===== config.mk =====
export PLATFORM = sky130hd
export DESIGN_NAME = rb_burst_reader_flat
export DESIGN_NICKNAME = d
export VERILOG_FILES = /design/src/rtl/rb_burst_reader_if.sv /design/src/rtl/rb_burst_reader.sv /design/src/flat_wrapper.sv
export SDC_FILE = /design/constraint.sdc
export NUM_CORES = 1
export LEC_CHECK = 0
export CORE_MARGIN = 2
export CORE_UTILIZATION = 35
export DETAILED_ROUTE_END_ITERATION = 10
export PLACE_DENSITY = 0.64
export REMOVE_ABC_BUFFERS = 1
export SETUP_SLACK_MARGIN = 0.5
export SYNTH_ARGS = -nofsm -noshare
export SYNTH_HDL_FRONTEND = slang
export SYNTH_SLANG_ARGS = --single-unit

===== constraint.sdc =====
create_clock -name clk -period 3.6 [get_ports clk]
set_input_delay 1.08 -clock clk [delete_from_list [all_inputs] [get_ports clk]]
set_output_delay 1.08 -clock clk [all_outputs]
set_load 0.005 [all_outputs]

===== src/rtl/rb_burst_reader_if.sv =====
// rb_if: valid/ready stream carrying one data_t payload per beat.
// master drives valid/data, slave drives ready.
interface rb_if #(
  parameter type data_t = logic
);
  logic  valid;
  logic  ready;
  data_t data;

  modport master (
    output valid,
    output data,
    input  ready
  );

  modport slave (
    input  valid,
    input  data,
    output ready
  );
endinterface


===== src/rtl/rb_burst_reader.sv =====
// rb_burst_reader: pulls a commanded number of beats from an rb_if source
// and forwards them through a two-entry skid stage, tagging the last beat.
module rb_burst_reader #(
  parameter type data_t = logic,
  parameter int  LW     = 8
) (
  input  logic          clk,
  input  logic          rst_n,
  input  logic          start,
  input  logic [LW-1:0] len,
  output logic          busy,
  output logic          done,
  output logic          o_last,
  rb_if.slave           i_bus,
  rb_if.master          o_bus
);

  localparam logic [1:0] S_IDLE = 2'd0;
  localparam logic [1:0] S_XFER = 2'd1;
  localparam logic [1:0] S_DONE = 2'd2;

  logic [1:0]    state;
  logic [LW-1:0] rem;
  logic          out_v;
  logic          out_l;
  data_t         out_d;
  logic          spr_v;
  logic          spr_l;
  data_t         spr_d;

  logic in_rdy;
  logic acc;
  logic drain;
  logic to_out;
  logic acc_last;

  // ready depends only on registered state, never on o_bus.ready
  assign in_rdy   = (state == S_XFER) && (rem != '0) && !spr_v;
  assign acc      = i_bus.valid && in_rdy;
  assign drain    = out_v && o_bus.ready;
  assign to_out   = !out_v || drain;
  assign acc_last = (rem == LW'(1));

  assign i_bus.ready = in_rdy;
  assign o_bus.valid = out_v;
  assign o_bus.data  = out_d;
  assign o_last      = out_v && out_l;
  assign busy        = (state != S_IDLE);
  assign done        = (state == S_DONE);

  always_ff @(posedge clk or negedge rst_n) begin
    if (!rst_n) begin
      state <= S_IDLE;
      rem   <= '0;
      out_v <= 1'b0;
      spr_v <= 1'b0;
    end else begin
      if (drain) begin
        out_v <= spr_v;
        spr_v <= 1'b0;
      end
      if (acc) begin
        rem <= rem - LW'(1);
        if (to_out) out_v <= 1'b1;
        else        spr_v <= 1'b1;
      end
      unique case (state)
        S_IDLE: begin
          if (start) begin
            rem   <= len;
            state <= (len != '0) ? S_XFER : S_DONE;
          end
        end
        S_XFER: begin
          if (drain && out_l) state <= S_DONE;
        end
        S_DONE: begin
          state <= S_IDLE;
          out_v <= 1'b0;
          spr_v <= 1'b0;
        end
        default: state <= S_IDLE;
      endcase
    end
  end

  // payload registers carry no reset; validity lives in out_v/spr_v
  always_ff @(posedge clk) begin
    if (drain && spr_v) begin
      out_d <= spr_d;
      out_l <= spr_l;
    end
    if (acc) begin
      if (to_out) begin
        out_d <= i_bus.data;
        out_l <= acc_last;
      end else begin
        spr_d <= i_bus.data;
        spr_l <= acc_last;
      end
    end
  end

endmodule


===== src/flat_wrapper.sv =====
// flat-port wrapper written by rule: the top's interface ports become plain ports
module rb_burst_reader_flat 
#(
  parameter type data_t = logic,
  parameter int  LW     = 8
)
  (clk, rst_n, start, len, busy, done, o_last, i_bus_valid, i_bus_data, i_bus_ready, o_bus_valid, o_bus_data, o_bus_ready);
  rb_if #(.data_t(data_t)) i_bus_i ();
  rb_if #(.data_t(data_t)) o_bus_i ();
  input  logic clk;
  input  logic rst_n;
  input  logic start;
  input  logic [LW-1:0] len;
  output logic busy;
  output logic done;
  output logic o_last;
  input wire logic [$bits(i_bus_i.valid)-1:0] i_bus_valid;
  input wire logic [$bits(i_bus_i.data)-1:0] i_bus_data;
  output wire logic [$bits(i_bus_i.ready)-1:0] i_bus_ready;
  output wire logic [$bits(o_bus_i.valid)-1:0] o_bus_valid;
  output wire logic [$bits(o_bus_i.data)-1:0] o_bus_data;
  input wire logic [$bits(o_bus_i.ready)-1:0] o_bus_ready;
  assign i_bus_i.valid = i_bus_valid;
  assign i_bus_i.data = i_bus_data;
  assign i_bus_ready = i_bus_i.ready;
  assign o_bus_valid = o_bus_i.valid;
  assign o_bus_data = o_bus_i.data;
  assign o_bus_i.ready = o_bus_ready;
  rb_burst_reader #(.data_t(data_t), .LW(LW)) u_core (.clk(clk), .rst_n(rst_n), .start(start), .len(len), .busy(busy), .done(done), .o_last(o_last), .i_bus(i_bus_i), .o_bus(o_bus_i));
endmodule

==> summary.md <==
| Metric | Value |
|---|---|
| Status | `finished clean` |
| Worst setup SP type | `primary input` |
| Maximum VDD drop | `0.000318 V` |
| Synth top area share | `34.9%` |
| H-tree Lvls | `1` |
| DRT Pass-1 Iters | `4` |
| Max-cap violations | `0` |
| First-pass GRT wire length | `3110 um` |
| Largest cells by area after synthesis | `dfrtp_1, edfxtp_1, a21oi_1, xor2_1, nor2_1` |
| Most common cell in the netlist | `dfrtp_1` |
| Yosys reg bits | `16` |
| RSZ-0062 raised after global routing | `false` |
| WHS Endpoint | `u_core.state[0]` |
| Clock group share of total power | `11.5%` |
| Lkg Pwr | `0.000460 uW` |
| CTS Sinks | `16` |
| Row count | `17` |
| Port-buffer cells | `19` |
| Wire per inst | `13.1 um` |
| Grt peak-use layer | `met2` |
| Post-route clock period utilization | `79.2%` |
| Synth Instances | `89` |
| Worst-case clock buffer depth | `2` |
| Sw Share | `37.6%` |
| HP Start | `u_core.state[1]` |
| DIE HEIGHT | `53.6 um` |
| Slew Limit Fails | `0` |
| Tightest Pin Transition | `567 ps` |
| Filler Cell Count | `221` |
| Inserted Diodes | `0` |
| Core ar. | `2280 um^2` |
| RR Startpoint | `u_core.rem[2]` |
| Endpoints failing hold | `0` |
| Inserted Clock Buffers | `3` |
| GR Layer Usage met3 | `4.17%` |
| DR DRC count | `0` |
| Reg2Reg Setup Slack | `1660 ps` |
| Critical Path Fanout Max | `7` |
| Setup TNS | `0 ps` |
| Ports | `20` |
| Fmax | `351 MHz` |
| Placed Cells incl. Taps | `134` |
| Yosys warns | `0` |
| Crit Path Class | `primary input to flip-flop` |
| NumNets Final | `130` |
| Sequential fraction of the synthesis area | `46.5%` |
| # setup viols final | `0` |
| Worst Skew | `2.79 ps` |
| Largest area contributor in the netlist | `dfrtp_1` |
| Met1 GRT Util | `19.1%` |
| Tmin final | `2850 ps` |
| EDFF count, synth | `2` |
| # hold bufs at CTS | `0` |
| Congestion Overflow GR | `0` |
| Finished Core Util | `49.4%` |
| Multi-input gate area | `444 um^2` |
| CTS tree | `built` |
| Iteration-0 DRC Markers | `12` |
| Die X | `53.6 um` |
| Met2 usage | `25.1%` |
| Yosys cell types | `33` |
| Vias | `714` |
| Vias in the first global route | `711` |
| Hpwl dp | `1430 um` |
| Clock transition at path regs | `90 ps` |
| Worst r2r dst | `u_core.rem[5]` |
| Synth Cell Area | `861 um^2` |
| Net switching power | `300 uW` |
| Total Wirelength | `1820 um` |
| CP required | `3810 ps` |
| Seq pwr share | `42.6%` |
| GPL Wtd Cong | `0.772` |
| Layout area overhead | `30.7%` |
| Layout cells sized above 1 | `9.01%` |
| Worst-Skew Late Latency | `280 ps` |
| R2R depth | `5` |
| Syn_area_per_cell | `9.67 um^2` |
| Largest net degree at the start of global routing | `17` |
| Clock Tree Root | `clkbuf_4` |
| Initial Utilization | `37.8%` |
| P per Cell Area | `711 nW/um^2` |
| Hold Path Class | `flip-flop to flip-flop` |
| Register area | `400 um^2` |
| Prevailing post-synth register cell | `dfrtp_1` |
| Via/cell ratio | `5.14` |
| Crit end category | `flip-flop` |
| Hold depth | `1` |
| Gr usage total | `15.4%` |
| ANT nets after route | `0` |
| Full die area | `2870 um^2` |
| Post-synthesis async set-or-reset flop share | `75.0%` |
| Int Pwr | `499 uW` |
| Post-route insts no fill | `139` |
| Initial antenna violation count | `0` |
| WP data arrival | `3060 ps` |
| Synth top cells by count | `dfrtp_1, nor2_1, a21oi_1, nand3_1, xor2_1` |
| Comb pwr share | `45.9%` |
| Max_slew headroom | `62.1%` |
## worst max-delay path: stages
cell	delay [ps]
clkdlybuf4s50_1	610
or4b_1	460
a211o_1	280
or3_1	340
xor2_1	160
a21oi_1	140
## flip-flops by register name (all words and copies together) (netlist names)
name	cells
u_core.spr_d	1
u_core.state	2
u_core.spr_v	1
u_core.o_bus.valid	1
u_core.rem	8
u_core.o_bus.data	1
u_core.out_l	1
u_core.spr_l	1
## placed cells by master, fill, tap and decap left out, types with 2 or more instances in the layout
cell type | netlist | final
clkdlybuf4s50_1 | 0 | 18
dfrtp_1 | 12 | 12
nor2_1 | 11 | 11
a21oi_1 | 9 | 9
xor2_1 | 5 | 5
nand3_1 | 5 | 5
inv_1 | 4 | 4
nor3_1 | 3 | 3
nor4_1 | 3 | 3
ha_1 | 3 | 3
clkbuf_4 | 0 | 3
or2_2 | 2 | 2
nand4_1 | 2 | 2
or3_1 | 2 | 2
nand2_1 | 2 | 2
xnor2_1 | 2 | 2
mux2i_1 | 2 | 2
a31oi_1 | 2 | 2
buf_4 | 0 | 2
dfxtp_1 | 2 | 2
edfxtp_1 | 2 | 2
## worst max path at each step
stage	from	to	slack, ps	cells after the start
6_report	i_bus_valid	u_core.rem[5]	750	6
5_1_grt	i_bus_valid	u_core.rem[5]	680	6
4_1_cts	u_core.rem[0]	i_bus_ready	540	5
3_5_place_dp	i_bus_valid	u_core.rem[5]	480	6
3_3_place_gp	i_bus_valid	u_core.rem[5]	540	6
2_1_floorplan	i_bus_valid	u_core.rem[5]	1190	5
## power groups by stage
stage,registers (uW),logic (uW),clock network [uW]
final,341,367,92.0
after global placement,342,342,0
after floorplan,325,223,0
after CTS,340,354,95.4
after detailed placement,341,351,0
after global routing,356,418,107
## timing repair
action                                  in CTS  in global routing
setup buffers                                0                  2
gates cloned                                 0                  0
endpoints found under the setup margin       1                  1
resized for setup                            1                  1
pin swaps                                    0                  1
## final cells by class
| class | count | area share, % |
|---|---|---|
| timing repair buffer | 21 | 18.5 |
| inverter | 4 | 1.33 |
| clock buffer | 3 | 2.00 |
| multi-input combinational | 67 | 39.5 |
| sequential | 16 | 35.6 |
| tap | 28 | 3.11 |
## logic make-up after synthesis
kind of cell,Yosys count,synth area share [%]
multiplexers,3,3.63
XOR/XNOR,7,7.12
AO/OA/AOI/OAI,17,12.4
adder cells (fa/ha/maj),3,4.36
AND/OR/NAND/NOR,37,23.4
flip-flops,16,46.5
buffers and inverters,6,2.62
## routing by layer
layer  vias up  part of all wire [%]
met5         -                     0
li1        369                     -
met3         4                   4.7
met1       325                    47
met2        16                    47
met4         0                   1.2
## metrics by stage
step	setup slack (ps)	hold slack (ps)	cell area (um^2)	total power (uW)
finish	748	488	1120	800
global placement	536	479	1080	684
CTS	538	494	1110	790
detailed placement	477	482	1080	692
floorplan	1190	449	853	549
global route	679	512	1120	881
Power figures use the tool's default switching activity.
